`config.mk`:
```
export PLATFORM = sky130hd
export DESIGN_NAME = main_control_fsm
export DESIGN_NICKNAME = d
export VERILOG_FILES = /design/src/rtl/mips_ctrl_pkg.sv /design/src/rtl/main_ctrl_outdec.sv /design/src/rtl/main_control_fsm.sv
export SDC_FILE = /design/constraint.sdc
export NUM_CORES = 1
export LEC_CHECK = 0
export ABC_CLOCK_PERIOD_IN_PS = 3750
export CORE_UTILIZATION = 45
export CTS_CLUSTER_DIAMETER = 60
export CTS_CLUSTER_SIZE = 14
export DETAILED_ROUTE_END_ITERATION = 8
export GPL_ROUTABILITY_DRIVEN = 0
export GPL_TIMING_DRIVEN = 0
export HOLD_SLACK_MARGIN = 0.12
export PLACE_DENSITY = 0.8
export SETUP_SLACK_MARGIN = 0.1
export SLEW_MARGIN = 20
export SYNTH_ARGS = -nofsm -noshare
export SYNTH_HDL_FRONTEND = slang
export SYNTH_SLANG_ARGS = --single-unit
```
`constraint.sdc`:
```
create_clock -name clk -period 3.75 [get_ports clk]
set_input_delay 0.75 -clock clk [delete_from_list [all_inputs] [get_ports clk]]
set_output_delay 0.75 -clock clk [all_outputs]
set_load 0.02 [all_outputs]
```
`src/rtl/mips_ctrl_pkg.sv`:
```
// Shared encodings for the multicycle MIPS control path: opcodes, ALUOp codes,
// FSM state encodings, datapath mux selects and the decoded control bundle.
package mips_ctrl_pkg;

    localparam int OPCODE_W = 6;
    localparam int ALUOP_W  = 3;

    localparam logic [OPCODE_W-1:0] OP_RTYPE = 6'b000000;
    localparam logic [OPCODE_W-1:0] OP_LW    = 6'b100011;
    localparam logic [OPCODE_W-1:0] OP_SW    = 6'b101011;
    localparam logic [OPCODE_W-1:0] OP_BEQ   = 6'b000100;
    localparam logic [OPCODE_W-1:0] OP_BNE   = 6'b000101;
    localparam logic [OPCODE_W-1:0] OP_ADDI  = 6'b001000;
    localparam logic [OPCODE_W-1:0] OP_ANDI  = 6'b001100;
    localparam logic [OPCODE_W-1:0] OP_ORI   = 6'b001101;
    localparam logic [OPCODE_W-1:0] OP_SLTI  = 6'b001010;
    localparam logic [OPCODE_W-1:0] OP_J     = 6'b000010;

    // ALUOp codes understood by alu_control_unit
    localparam logic [ALUOP_W-1:0] ALU_ADD  = 3'b000;
    localparam logic [ALUOP_W-1:0] ALU_SUB  = 3'b001;
    localparam logic [ALUOP_W-1:0] ALU_FUNC = 3'b010;
    localparam logic [ALUOP_W-1:0] ALU_OR   = 3'b011;
    localparam logic [ALUOP_W-1:0] ALU_AND  = 3'b100;
    localparam logic [ALUOP_W-1:0] ALU_SLT  = 3'b101;

    localparam logic [1:0] SRCB_B      = 2'b00;
    localparam logic [1:0] SRCB_FOUR   = 2'b01;
    localparam logic [1:0] SRCB_IMM    = 2'b10;
    localparam logic [1:0] SRCB_IMMSH2 = 2'b11;

    localparam logic [1:0] PCS_ALU  = 2'b00;
    localparam logic [1:0] PCS_OUT  = 2'b01;
    localparam logic [1:0] PCS_JUMP = 2'b10;

    typedef enum logic [3:0] {
        S_FETCH  = 4'd0,
        S_DECODE = 4'd1,
        S_MEMADR = 4'd2,
        S_MEMRD  = 4'd3,
        S_MEMWB  = 4'd4,
        S_MEMWR  = 4'd5,
        S_EXEC   = 4'd6,
        S_ALUWB  = 4'd7,
        S_BRANCH = 4'd8,
        S_IMMEX  = 4'd9,
        S_IMMWB  = 4'd10,
        S_JUMP   = 4'd11
    } state_e;

    typedef struct packed {
        logic [ALUOP_W-1:0] alu_op;
        logic               alu_src_a;
        logic [1:0]         alu_src_b;
        logic [1:0]         pc_source;
        logic               pc_write;
        logic               pc_write_cond;
        logic               branch_ne;
        logic               i_or_d;
        logic               mem_read;
        logic               mem_write;
        logic               ir_write;
        logic               mem_to_reg;
        logic               reg_dst;
        logic               reg_write;
        logic               illegal;
    } ctrl_t;

endpackage

```
`src/rtl/main_ctrl_outdec.sv`:
```
// Combinational output decoder: registered state (plus opcode and MemReady where
// an output depends on them) to the full datapath control bundle.
module main_ctrl_outdec
    import mips_ctrl_pkg::*;
(
    input  logic [3:0]          state,
    input  logic [OPCODE_W-1:0] opcode,
    input  logic                mem_ready,
    output ctrl_t               ctrl
);

    always_comb begin
        ctrl = '0;
        case (state)
            S_FETCH: begin
                ctrl.mem_read  = 1'b1;
                ctrl.alu_src_b = SRCB_FOUR;
                ctrl.ir_write  = mem_ready;
                ctrl.pc_write  = mem_ready;
            end
            S_DECODE: begin
                ctrl.alu_src_b = SRCB_IMMSH2;
                case (opcode)
                    OP_RTYPE, OP_LW, OP_SW, OP_BEQ, OP_BNE,
                    OP_ADDI, OP_ANDI, OP_ORI, OP_SLTI, OP_J: ctrl.illegal = 1'b0;
                    default:                                 ctrl.illegal = 1'b1;
                endcase
            end
            S_MEMADR: begin
                ctrl.alu_src_a = 1'b1;
                ctrl.alu_src_b = SRCB_IMM;
                ctrl.alu_op    = ALU_ADD;
            end
            S_MEMRD: begin
                ctrl.mem_read = 1'b1;
                ctrl.i_or_d   = 1'b1;
            end
            S_MEMWB: begin
                ctrl.mem_to_reg = 1'b1;
                ctrl.reg_write  = 1'b1;
            end
            S_MEMWR: begin
                ctrl.mem_write = 1'b1;
                ctrl.i_or_d    = 1'b1;
            end
            S_EXEC: begin
                ctrl.alu_src_a = 1'b1;
                ctrl.alu_src_b = SRCB_B;
                ctrl.alu_op    = ALU_FUNC;
            end
            S_ALUWB: begin
                ctrl.reg_dst   = 1'b1;
                ctrl.reg_write = 1'b1;
            end
            S_BRANCH: begin
                ctrl.alu_src_a     = 1'b1;
                ctrl.alu_op        = ALU_SUB;
                ctrl.pc_write_cond = 1'b1;
                ctrl.pc_source     = PCS_OUT;
                ctrl.branch_ne     = (opcode == OP_BNE);
            end
            S_IMMEX: begin
                ctrl.alu_src_a = 1'b1;
                ctrl.alu_src_b = SRCB_IMM;
                case (opcode)
                    OP_ANDI: ctrl.alu_op = ALU_AND;
                    OP_ORI:  ctrl.alu_op = ALU_OR;
                    OP_SLTI: ctrl.alu_op = ALU_SLT;
                    default: ctrl.alu_op = ALU_ADD;
                endcase
            end
            S_IMMWB: ctrl.reg_write = 1'b1;
            S_JUMP: begin
                ctrl.pc_write  = 1'b1;
                ctrl.pc_source = PCS_JUMP;
            end
            default: ctrl = '0;
        endcase
    end

endmodule

```
`src/rtl/main_control_fsm.sv`:
```
// Multicycle MIPS main control FSM: state register, next-state logic, memory
// wait timeout and reset gating of every state-changing enable.
module main_control_fsm
    import mips_ctrl_pkg::*;
#(
    parameter int OPCODE_W = mips_ctrl_pkg::OPCODE_W,
    parameter int ALUOP_W  = mips_ctrl_pkg::ALUOP_W,
    parameter int WAIT_MAX = 16
) (
    input  logic                clk,
    input  logic                reset,
    input  logic [OPCODE_W-1:0] opcode,
    input  logic                MemReady,
    output logic [ALUOP_W-1:0]  ALUOp,
    output logic                ALUSrcA,
    output logic [1:0]          ALUSrcB,
    output logic [1:0]          PCSource,
    output logic                PCWrite,
    output logic                PCWriteCond,
    output logic                BranchNe,
    output logic                IorD,
    output logic                MemRead,
    output logic                MemWrite,
    output logic                IRWrite,
    output logic                MemtoReg,
    output logic                RegDst,
    output logic                RegWrite,
    output logic                Illegal,
    output logic                BusError
);

    localparam int CNT_W = (WAIT_MAX > 1) ? $clog2(WAIT_MAX) : 1;

    logic [3:0]       state_q, state_d;
    logic [CNT_W-1:0] wait_cnt_q, wait_cnt_d;
    logic             in_wait, timeout;
    ctrl_t            ctrl;

    always_ff @(posedge clk) begin
        if (reset) begin
            state_q    <= S_FETCH;
            wait_cnt_q <= '0;
        end else begin
            state_q    <= state_d;
            wait_cnt_q <= wait_cnt_d;
        end
    end

    assign in_wait = (state_q == S_FETCH) || (state_q == S_MEMRD) || (state_q == S_MEMWR);
    // MemReady on the final allowed cycle still completes the access normally
    assign timeout = in_wait && !MemReady && (wait_cnt_q == CNT_W'(WAIT_MAX - 1));

    // Count only while stalled; any exit (including timeout back to FETCH) restarts at 0
    assign wait_cnt_d = (in_wait && !MemReady && !timeout) ? wait_cnt_q + 1'b1 : '0;

    always_comb begin
        state_d = S_FETCH;
        case (state_q)
            S_FETCH:  state_d = MemReady ? S_DECODE : S_FETCH;
            S_DECODE: begin
                case (opcode)
                    OP_RTYPE:                         state_d = S_EXEC;
                    OP_LW, OP_SW:                     state_d = S_MEMADR;
                    OP_BEQ, OP_BNE:                   state_d = S_BRANCH;
                    OP_ADDI, OP_ANDI, OP_ORI, OP_SLTI: state_d = S_IMMEX;
                    OP_J:                             state_d = S_JUMP;
                    default:                          state_d = S_FETCH;
                endcase
            end
            S_MEMADR: state_d = (opcode == OP_SW) ? S_MEMWR : S_MEMRD;
            S_MEMRD:  state_d = MemReady ? S_MEMWB : (timeout ? S_FETCH : S_MEMRD);
            S_MEMWR:  state_d = (MemReady || timeout) ? S_FETCH : S_MEMWR;
            S_EXEC:   state_d = S_ALUWB;
            S_IMMEX:  state_d = S_IMMWB;
            default:  state_d = S_FETCH;
        endcase
    end

    main_ctrl_outdec u_outdec (
        .state     (state_q),
        .opcode    (opcode),
        .mem_ready (MemReady),
        .ctrl      (ctrl)
    );

    assign ALUOp       = ctrl.alu_op;
    assign ALUSrcA     = ctrl.alu_src_a;
    assign ALUSrcB     = ctrl.alu_src_b;
    assign PCSource    = ctrl.pc_source;
    assign BranchNe    = ctrl.branch_ne;
    assign IorD        = ctrl.i_or_d;
    assign MemtoReg    = ctrl.mem_to_reg;
    assign RegDst      = ctrl.reg_dst;
    assign PCWrite     = ctrl.pc_write      && !reset;
    assign PCWriteCond = ctrl.pc_write_cond && !reset;
    assign MemRead     = ctrl.mem_read      && !reset;
    assign MemWrite    = ctrl.mem_write     && !reset;
    assign IRWrite     = ctrl.ir_write      && !reset;
    assign RegWrite    = ctrl.reg_write     && !reset;
    assign Illegal     = ctrl.illegal       && !reset;
    assign BusError    = timeout            && !reset;

endmodule
```
==> results of run 1 <==
layer usage:
| metal | track usage [%] | part of all wire [%] | routed length (um) | vias up |
|---|---|---|---|---|
| li1 | - | - | - | 470 |
| met1 | 34.1 | 43 | 919 | 439 |
| met2 | 35.3 | 50 | 1060 | 49 |
| met3 | 7.35 | 6.6 | 141 | 0 |
| met4 | 0 | 0 | 0 | 0 |
| met5 | 0 | 0 | 0 | - |
cell usage in the layout (no fill, tap or decap), types with 2 or more instances in the layout:
master            n
o21ai_0           2
clkbuf_1          6
a21oi_1           7
o21a_1            2
and3_1            4
nor2b_1           2
xnor2_1           2
clkbuf_4          3
and2b_1           3
nand4_1           3
clkdlybuf4s50_1  24
nand2b_1          5
dfxtp_1           8
nand3_1           5
nor2_1           14
nor3_1           10
inv_1             3
nor4_1            2
a311oi_1          3
nand2_1          11
buf_2             3
nor3b_2           3
worst paths after layout:
kind	start	endpoint	slack (ns)	cells past startpoint
hold reg to reg	wait_cnt_q[0]$_SDFF_PP0_	wait_cnt_q[0]$_SDFF_PP0_	0.46	1
setup reg to reg	state_q[3]$_SDFF_PP0_	state_q[1]$_SDFF_PP0_	2.24	4
setup / recovery	MemReady	BusError	0.39	4
hold / removal	wait_cnt_q[0]$_SDFF_PP0_	wait_cnt_q[0]$_SDFF_PP0_	0.46	1
state kept, by name (all words and copies together) (netlist names):
name and flops:
wait_cnt_q 4, state_q 4
power groups by stage:
| stage | Combinational, mW | Sequential (mW) | Clock [mW] |
|---|---|---|---|
| global placement | 0.0624 | 0.0912 | 0 |
| CTS | 0.0637 | 0.0896 | 0.0658 |
| finish | 0.0639 | 0.0897 | 0.0627 |
| floorplan | 0.0405 | 0.0909 | 0 |
| detailed placement | 0.0633 | 0.0914 | 0 |
| global route | 0.0694 | 0.0900 | 0.0724 |
logic make-up (layout without fill, tap and decap cells):
group,Yosys count,after routing
and+or+nand+nor,66,66
AOI/OAI and AO/OA,22,22
buffers and inverters,14,41
DFF,8,8
xor gates and xnor gates,4,4
adders and majority gates,1,1
muxes,1,1
synth_stat cells (all sizes together), types with 4 or more instances:
master,instances,area [um2]
nor2,14,52.6
nand2,11,41.3
nor3,10,50.1
dfxtp,8,160
a21oi,7,35.0
clkbuf,7,27.5
nand2b,5,31.3
nand3,5,25.0
and3,4,25.0
buf,4,26.3
nor3b,4,45.1
worst max-delay path, delay by kind of cell:
family	cells	cell delay (ns)
AND/OR/NAND/NOR	2	0.74
buffers and inverters	2	1.12
area by class of cell:
class	count	share of cell area, %
Buffer	11	4.86
Clock buffer	3	2.04
Inverter	3	1.02
Multi-Input combinational cell	94	53.2
Sequential cell	8	14.5
Tap cell	24	2.71
Timing Repair Buffer	24	21.7
==> flow_metrics.env, run 1 <==
export IMPL_outcome="finished clean"
export IMPL_synth_top_family_by_area="simple AND/OR/NAND/NOR gates"
export IMPL_combinationalPowerShare_pct=29.6
export IMPL_regArea_um2=160
export IMPL_synth_compound_area_share_pct=18.8
export IMPL_drv_cap=0
export IMPL_placedCellCount=164
export IMPL_clock_latency_ns=0.25
export IMPL_synth_avg_cell_area_um2=7.01
export IMPL_synthSimpleGateAreaFrac_pct=45.4
export IMPL_ys_seq_elements=8
export IMPL_slew_headroom_pct=71.9
export IMPL_cts_max_path_buffers=2
export IMPL_tightestPinTransition_ns=0.418
export IMPL_num_io_pins=29
export IMPL_root_buffer="clkbuf_4"
export IMPL_start_kind="primary input"
export IMPL_nets=155
export IMPL_wirelength_um=2120
export IMPL_synth_ff_type="dfxtp_1"
export IMPL_p_total_mw=0.216
export IMPL_ys_types=38
export IMPL_final_cells=167
export IMPL_synth_fp_nets=126
export IMPL_period_share_pct=89.7
export IMPL_p_leak_nw=0.409
export IMPL_cp_max_fo=6
export IMPL_power_density_nw_per_um2=196
export IMPL_ir_drop_mv=0.278
export IMPL_rsz0062_at_grt="no"
export IMPL_synth_edf_count=0
export IMPL_h_tree_depth=1
export IMPL_cp_common_cell="clkdlybuf4s50_1"
export IMPL_seqPwrFrac_pct=41.5
export IMPL_syn_to_final_growth_pct=36.0
export IMPL_cts_buffers=3
export IMPL_port_buffers=24
export IMPL_grt_pass1_wl_um=3440
export IMPL_start_util_pct=51.0
export IMPL_setup_tns_ns=0
export IMPL_utilization_pct=69.4
export IMPL_switching_share_pct=30.0
export IMPL_drc_errors=0
export IMPL_hold_class="reg2reg"
export IMPL_seq_area_frac_synth_pct=19.7
export IMPL_drive_gt1_share_pct=11.2
export IMPL_fillers=136
export IMPL_cts_hold_buf=0
export IMPL_cts_tree="built"
export IMPL_setup_violations=0
export IMPL_die_area_um2=1980
export IMPL_cp_arrival_ns=2.61
export IMPL_cts_resized=0
export IMPL_drt_iter0_markers=45
export IMPL_synthMuxAreaShare_pct=1.38
export IMPL_cp_slowest_cell="or4_4"
export IMPL_postRouteAntennaNets=0
export IMPL_switchingPower_mw=0.0649
export IMPL_die_height_um=44.5
export IMPL_coreArea_um2=1590
export IMPL_wl_per_cell_um=12.7
export IMPL_required_ns=3.00
export IMPL_holdWs_ns=0.462
export IMPL_slowest_delay_ns=0.61
export IMPL_dpl_hpwl_um=1630
export IMPL_grt_pass1_vias=792
export IMPL_cts_clk_slew_worst_paths_ns=0.05
export IMPL_post_dp_cell_area_um2=1080
export IMPL_finalHoldViolCount=0
export IMPL_period_needed_ns=3.36
export IMPL_syn_area_um2=813
export IMPL_diodes=0
export IMPL_cts_sinks=8
export IMPL_crit_chain="clkdlybuf4s50_1 > or4_4 > nor2_1 > clkdlybuf4s50_1"
export IMPL_synthAdderAreaFrac_pct=1.54
export IMPL_cts_setup_buffers=0
export IMPL_multiInputGateArea_um2=588
export IMPL_finalWorstSetupSlack_ns=0.385
export IMPL_intPower_mw=0.151
export IMPL_fin_skew_ns=0.000530
export IMPL_grt_max_degree=11
export IMPL_via_count=958
export IMPL_crit_type="in2out"
export IMPL_fp_dieW_um=44.5
export IMPL_ys_warn_count=0
export IMPL_dp_slack_ns=0.392
export IMPL_async_reset_ff_share_pct=0
export IMPL_drt_pass1_iter_count=4
export IMPL_fin_area_um2=1110
export IMPL_p_clk_share_pct=29.0
export IMPL_final_max_slew_viol_count=0
export IMPL_track_usage_pct=23.2
export IMPL_gr_total_overflow=0
export IMPL_viasPerCell=5.74
export IMPL_antenna_found_initial=0
export IMPL_synth_xor_area_share_pct=5.23
export IMPL_timing_fmax_mhz=297
export IMPL_synthCells=116
export IMPL_rows=14
export IMPL_cp_end_kind="output port"
No activity file was read; power rests on OpenSTA's default activity.
==> run 2, diff against run 1 <==
Settings changed: ABC_AREA set to 1, PLACE_DENSITY 0.8 to 0.82, SLEW_MARGIN 20 to not set.
==> run 2 against run 1 <==
Compared with the run above: final cell count up 7.2%; first-iteration DRC count down 27%; combinational power down 4.9%; worst hold slack worse by 0.019 ns; largest power group unchanged; cell area down 5.2%; largest cell class unchanged; total power down 0.38%; sequential share of layout area up 0.79 points; wire length down 10%.
==> flow_metrics.env, run 2 <==
export IMPL_slew_headroom_pct=79.0
export IMPL_wirelength_um=1910
export IMPL_synthCells=133
export IMPL_synth_compound_area_share_pct=10.7
export IMPL_crit_type="in2out"
export IMPL_track_usage_pct=23.5
export IMPL_p_leak_nw=0.499
export IMPL_root_buffer="clkbuf_4"
export IMPL_synthMostInstantiatedCell="nor2_1"
export IMPL_cts_resized=0
export IMPL_cp_slowest_cell="clkdlybuf4s50_1"
export IMPL_setup_violations=0
export IMPL_ys_warn_count=0
export IMPL_hold_class="reg2reg"
export IMPL_tightestPinTransition_ns=0.315
export IMPL_dp_slack_ns=0.348
export IMPL_die_area_um2=1800
export IMPL_nets=175
export IMPL_synthMuxAreaShare_pct=0
export IMPL_synthDominantCellAreaShare_pct=21.8
export IMPL_synth_edf_count=0
export IMPL_drv_cap=0
export IMPL_cp_max_fo=8
export IMPL_drt_pass1_iter_count=4
export IMPL_clock_latency_ns=0.25
export IMPL_grt_max_degree=11
export IMPL_synth_top_family_by_area="simple AND/OR/NAND/NOR gates"
export IMPL_async_reset_ff_share_pct=0
export IMPL_placedCellCount=176
export IMPL_grt_pass1_vias=772
export IMPL_drc_errors=0
export IMPL_start_kind="primary input"
export IMPL_ys_seq_elements=8
export IMPL_final_cells=179
export IMPL_syn_to_final_growth_pct=42.5
export IMPL_cp_common_cell="clkdlybuf4s50_1"
export IMPL_postRouteAntennaNets=0
export IMPL_rsz0062_at_grt="no"
export IMPL_start_util_pct=48.3
export IMPL_required_ns=3.00
export IMPL_timing_fmax_mhz=294
export IMPL_gr_total_overflow=0
export IMPL_final_cell_mix="nor2_1, inv_1, clkdlybuf4s50_1"
export IMPL_fp_dieW_um=42.4
export IMPL_cts_hold_buf=0
export IMPL_crit_chain="clkdlybuf4s50_1 > nor2_2 > nand3_1 > a311oi_1 > clkdlybuf4s50_1"
export IMPL_ys_types=19
export IMPL_dpl_hpwl_um=1580
export IMPL_drt_iter0_markers=33
export IMPL_cp_arrival_ns=2.65
export IMPL_synth_avg_cell_area_um2=5.53
export IMPL_synth_fp_nets=143
export IMPL_drive_gt1_share_pct=5.52
export IMPL_cts_tree="built"
export IMPL_cts_clk_slew_worst_paths_ns=0.05
export IMPL_synth_area_leaders="dfxtp_1, nor2_1, inv_1, nand3_1, nand2_1"
export IMPL_r2r_cells=8
export IMPL_largestRegisters="state_q: 4 flops, wait_cnt_q: 4 flops"
export IMPL_finalWorstSetupSlack_ns=0.353
export IMPL_diodes=0
export IMPL_cts_sinks=8
export IMPL_rows=14
export IMPL_wl_per_cell_um=10.7
export IMPL_seq_area_frac_synth_pct=21.8
export IMPL_synth_ff_type="dfxtp_1"
export IMPL_port_buffers=27
export IMPL_period_share_pct=90.6
export IMPL_critPathBufInv=2
export IMPL_grt_pass1_wl_um=3320
export IMPL_ir_drop_mv=0.146
export IMPL_path_delay_family="buffers and inverters"
export IMPL_synth_xor_area_share_pct=2.38
export IMPL_period_needed_ns=3.40
export IMPL_antenna_found_initial=0
export IMPL_via_count=922
export IMPL_power_density_nw_per_um2=205
export IMPL_num_io_pins=29
export IMPL_setup_tns_ns=0
export IMPL_synthAdderAreaFrac_pct=1.70
export IMPL_final_max_slew_viol_count=0
export IMPL_synthTopCellsByCount="nor2_1, inv_1, nand3_1"
export IMPL_slowest_delay_ns=0.66
export IMPL_whs_path_depth=1
export IMPL_finalHoldViolCount=0
export IMPL_path_depth=5
export IMPL_syn_area_um2=736
export IMPL_h_tree_depth=1
export IMPL_cts_max_path_buffers=2
export IMPL_die_height_um=42.4
export IMPL_cts_setup_buffers=0
export IMPL_mostFrequentLayoutCell="nor2_1"
export IMPL_outcome="finished clean"
export IMPL_coreArea_um2=1520
export IMPL_synthSimpleGateAreaFrac_pct=48.1
export IMPL_viasPerCell=5.15
export IMPL_fin_skew_ns=0.000729
export IMPL_cp_end_kind="output port"
export IMPL_yosysTopAreaCell="dfxtp_1"
export IMPL_cts_buffers=3
run 2: cell count changes after synthesis, sizes merged, moves of 4 or more:
cell	change
nor3	-8
nand2b	-5
nand2	+7
nor3b	-4
inv	+24
and3	-4
clkbuf	-7
nand3	+16
nor2	+21
run 2: path summary, 6_finish.rpt:
| path | startpoint | endpoint | slack (ns) |
|---|---|---|---|
| min reg2reg | wait_cnt_q[0]$_SDFF_PP0_ | wait_cnt_q[0]$_SDFF_PP0_ | 0.44 |
| max reg2reg | state_q[3]$_SDFF_PP0_ | state_q[0]$_SDFF_PP0_ | 2.36 |
| max | opcode[4] | ALUOp[0] | 0.35 |
| min | wait_cnt_q[0]$_SDFF_PP0_ | wait_cnt_q[0]$_SDFF_PP0_ | 0.44 |
run 2: cells by family after synthesis:
group                      count (synthesis)
AOI/OAI and AO/OA                         14
xor gates and xnor gates                   2
and+or+nand+nor                           80
adders and majority gates                  1
buffers and inverters                     28
DFF                                        8
run 2: worst reg2reg max path, stage by stage, from the launching register on:
cell     delay [ns]
dfxtp_1        0.35
nor2_2         0.30
nand2_1        0.17
nand3_2        0.12
nand2_1        0.09
nand3_1        0.08
nand3_1        0.07
nand2_1        0.06
inv_1          0.03
run 2: through the flow:
stage,hold WS (ns),total power [mW],area [um2],util (%)
global placement,0.433,0.151,1030,67.3
detailed placement,0.438,0.152,1030,67.3
CTS,0.449,0.219,1050,68.8
finish,0.444,0.215,1050,68.8
floorplan,0.418,0.126,736,-
global route,0.487,0.229,1050,68.8
run 2: metal layers:
layer,track usage (%),vias to the layer above,routed length [um]
li1,-,487,-
met1,31.1,403,899
met2,37.5,30,900
met3,1.72,2,101
met4,13.1,0,8
met5,0,-,0
run 2: final cells by class:
class | instances | area (um2)
Fill cell | 143 | 475
Multi-Input combinational cell | 97 | 463
Timing Repair Buffer | 27 | 270
Sequential cell | 8 | 160
Inverter | 27 | 101
Clock buffer | 3 | 22.5
Tap cell | 16 | 20.0
Buffer | 1 | 11.3
run 2: where the power goes:
part | switching (mW) | total, mW | internal [mW]
registers | 0.00239 | 0.0897 | 0.0873
logic | 0.0347 | 0.0608 | 0.0261
clock network | 0.0284 | 0.0649 | 0.0366
==> run 3, diff against run 2 <==
Settings changed: CTS_CLUSTER_SIZE 14 to not set, PLACE_DENSITY 0.82 to not set, PLACE_DENSITY_LB_ADDON set to 0.2.
==> run 3 against run 2 <==
Compared with the run above: sequential cell count unchanged; final cell count stayed put; worst hold slack gained 0.0038 ns; register-to-register slack worse by 0.04 ns; die area unchanged; clock skew grew 0.00088 ns; sequential power barely moved; first-iteration DRC count fell by 27%; clock-buffer cell count stayed put; non-clock buffer count unchanged; critical path type unchanged; critical endpoint unchanged; largest cell class unchanged; largest power group unchanged.
==> flow_metrics.env, run 3 (synthesized netlist as in run 2, its figures left out) <==
export IMPL_outcome="finished clean"
export IMPL_switchingPower_mw=0.0690
export IMPL_viasPerCell=5.22
export IMPL_cts_resized=0
export IMPL_setup_violations=0
export IMPL_die_area_um2=1800
export IMPL_p_leak_nw=0.499
export IMPL_coreArea_um2=1520
export IMPL_start_kind="primary input"
export IMPL_timing_fmax_mhz=297
export IMPL_antenna_found_initial=0
export IMPL_cts_hold_buf=0
export IMPL_cts_sinks=8
export IMPL_cp_max_fo=8
export IMPL_diodes=0
export IMPL_drt_iter0_markers=24
export IMPL_drt_pass1_iter_count=4
export IMPL_rows=14
export IMPL_postRouteAntennaNets=0
export IMPL_wirelength_um=1880
export IMPL_via_count=935
export IMPL_ir_drop_mv=0.162
export IMPL_cts_clk_slew_worst_paths_ns=0.06
export IMPL_final_max_slew_viol_count=0
export IMPL_met3_usage_pct=3.45
export IMPL_cts_tree="built"
export IMPL_root_buffer="clkbuf_4"
export IMPL_track_usage_pct=23.0
export IMPL_die_height_um=42.4
export IMPL_dp_slack_ns=0.368
export IMPL_port_buffers=27
export IMPL_cts_setup_buffers=0
export IMPL_top_usage_layer="met2"
export IMPL_tightestPinTransition_ns=0.325
export IMPL_syn_to_final_growth_pct=42.5
export IMPL_period_share_pct=89.7
export IMPL_utilization_pct=68.8
export IMPL_dpl_hpwl_um=1550
export IMPL_met1_usage_pct=28.5
export IMPL_num_io_pins=29
export IMPL_drive_gt1_share_pct=5.52
export IMPL_period_needed_ns=3.36
export IMPL_h_tree_depth=1
export IMPL_wl_per_cell_um=10.5
export IMPL_cp_end_kind="output port"
export IMPL_switching_share_pct=31.5
export IMPL_drv_cap=0
export IMPL_seqPwrFrac_pct=40.9
export IMPL_drc_errors=0
export IMPL_min_to="wait_cnt_q[0]$_SDFF_PP0_"
export IMPL_final_cell_mix="nor2_1, inv_1, clkdlybuf4s50_1"
export IMPL_finalWorstSetupSlack_ns=0.388
export IMPL_largestRegisters="state_q: 4 flops, wait_cnt_q: 4 flops"
export IMPL_rr_startpoint="state_q[3]$_SDFF_PP0_"
export IMPL_power_density_nw_per_um2=209
export IMPL_cts_buffers=3
export IMPL_mostFrequentLayoutCell="nor2_1"
export IMPL_grt_pass1_vias=827
export IMPL_required_ns=3.00
export IMPL_gr_usage_met2_pct=37.5
export IMPL_combinationalPowerShare_pct=27.7
export IMPL_p_clk_share_pct=31.4
export IMPL_placedCellCount=176
export IMPL_grt_max_degree=11
export IMPL_whs_path_depth=1
export IMPL_crit_type="in2out"
export IMPL_cp_arrival_ns=2.61
export IMPL_cts_max_path_buffers=2
export IMPL_fp_dieW_um=42.4
export IMPL_timing_rr_end="state_q[0]$_SDFF_PP0_"
export IMPL_intPower_mw=0.150
export IMPL_final_cells=179
export IMPL_fin_skew_ns=0.00160
export IMPL_hold_class="reg2reg"
export IMPL_holdWs_ns=0.447
export IMPL_slew_headroom_pct=78.3
export IMPL_reg2reg_slack_ns=2.32
export IMPL_setup_tns_ns=0
export IMPL_finalHoldViolCount=0
export IMPL_grt_pass1_wl_um=3270
export IMPL_nets=175
export IMPL_clock_latency_ns=0.26
export IMPL_gr_total_overflow=0
export IMPL_hp_start="wait_cnt_q[0]$_SDFF_PP0_"
export IMPL_r2r_cells=8
export IMPL_start_util_pct=48.3
export IMPL_rsz0062_at_grt="no"
-- run 3: cell counts in the layout (fill, tap and decap cells not counted) --
Identical to the previous run, type by type.
-- run 3: metal layers --
| layer | wire length, um | vias up |
|---|---|---|
| met2 | 865 | 37 |
| met4 | 34 | 0 |
| met1 | 886 | 406 |
| met5 | 0 | - |
| li1 | - | 487 |
| met3 | 96 | 5 |
-- run 3: how the worst max path moves through the flow --
stage | start | end | depth (start not counted)
2_1_floorplan | opcode[4] | ALUOp[0] | 3
3_3_place_gp | opcode[4] | ALUOp[0] | 5
3_5_place_dp | opcode[4] | ALUOp[0] | 5
4_1_cts | opcode[4] | ALUOp[0] | 5
5_1_grt | opcode[4] | ALUOp[0] | 5
6_report | opcode[4] | ALUOp[0] | 5
-- run 3: layout make-up --
class,count,area [um2]
Fill cell,142,475
Sequential cell,8,160
Timing Repair Buffer,27,270
Inverter,27,101
Clock buffer,3,22.5
Buffer,1,11.3
Multi-Input combinational cell,97,463
Tap cell,16,20.0
-- run 3: worst max-delay path, cell delays in order --
cell,delay (ns)
clkdlybuf4s50_1,0.45
nor2_2,0.28
nand3_1,0.18
a311oi_1,0.30
clkdlybuf4s50_1,0.65
-- run 3: metrics by stage --
stage / cell area, um2 / power [mW]
after CTS: 1050 / 0.221
final: 1050 / 0.219
after global routing: 1050 / 0.232
after global placement: 1030 / 0.151
after detailed placement: 1030 / 0.152
after floorplan: 736 / 0.126
-- run 3: power by group through the flow --
stage          logic [mW]  clock network, mW  registers, mW
6_report           0.0607             0.0690         0.0896
5_1_grt            0.0678             0.0742         0.0899
4_1_cts            0.0608             0.0704         0.0896
3_5_place_dp       0.0606                  0         0.0914
3_3_place_gp       0.0594                  0         0.0914
2_1_floorplan      0.0348                  0         0.0909
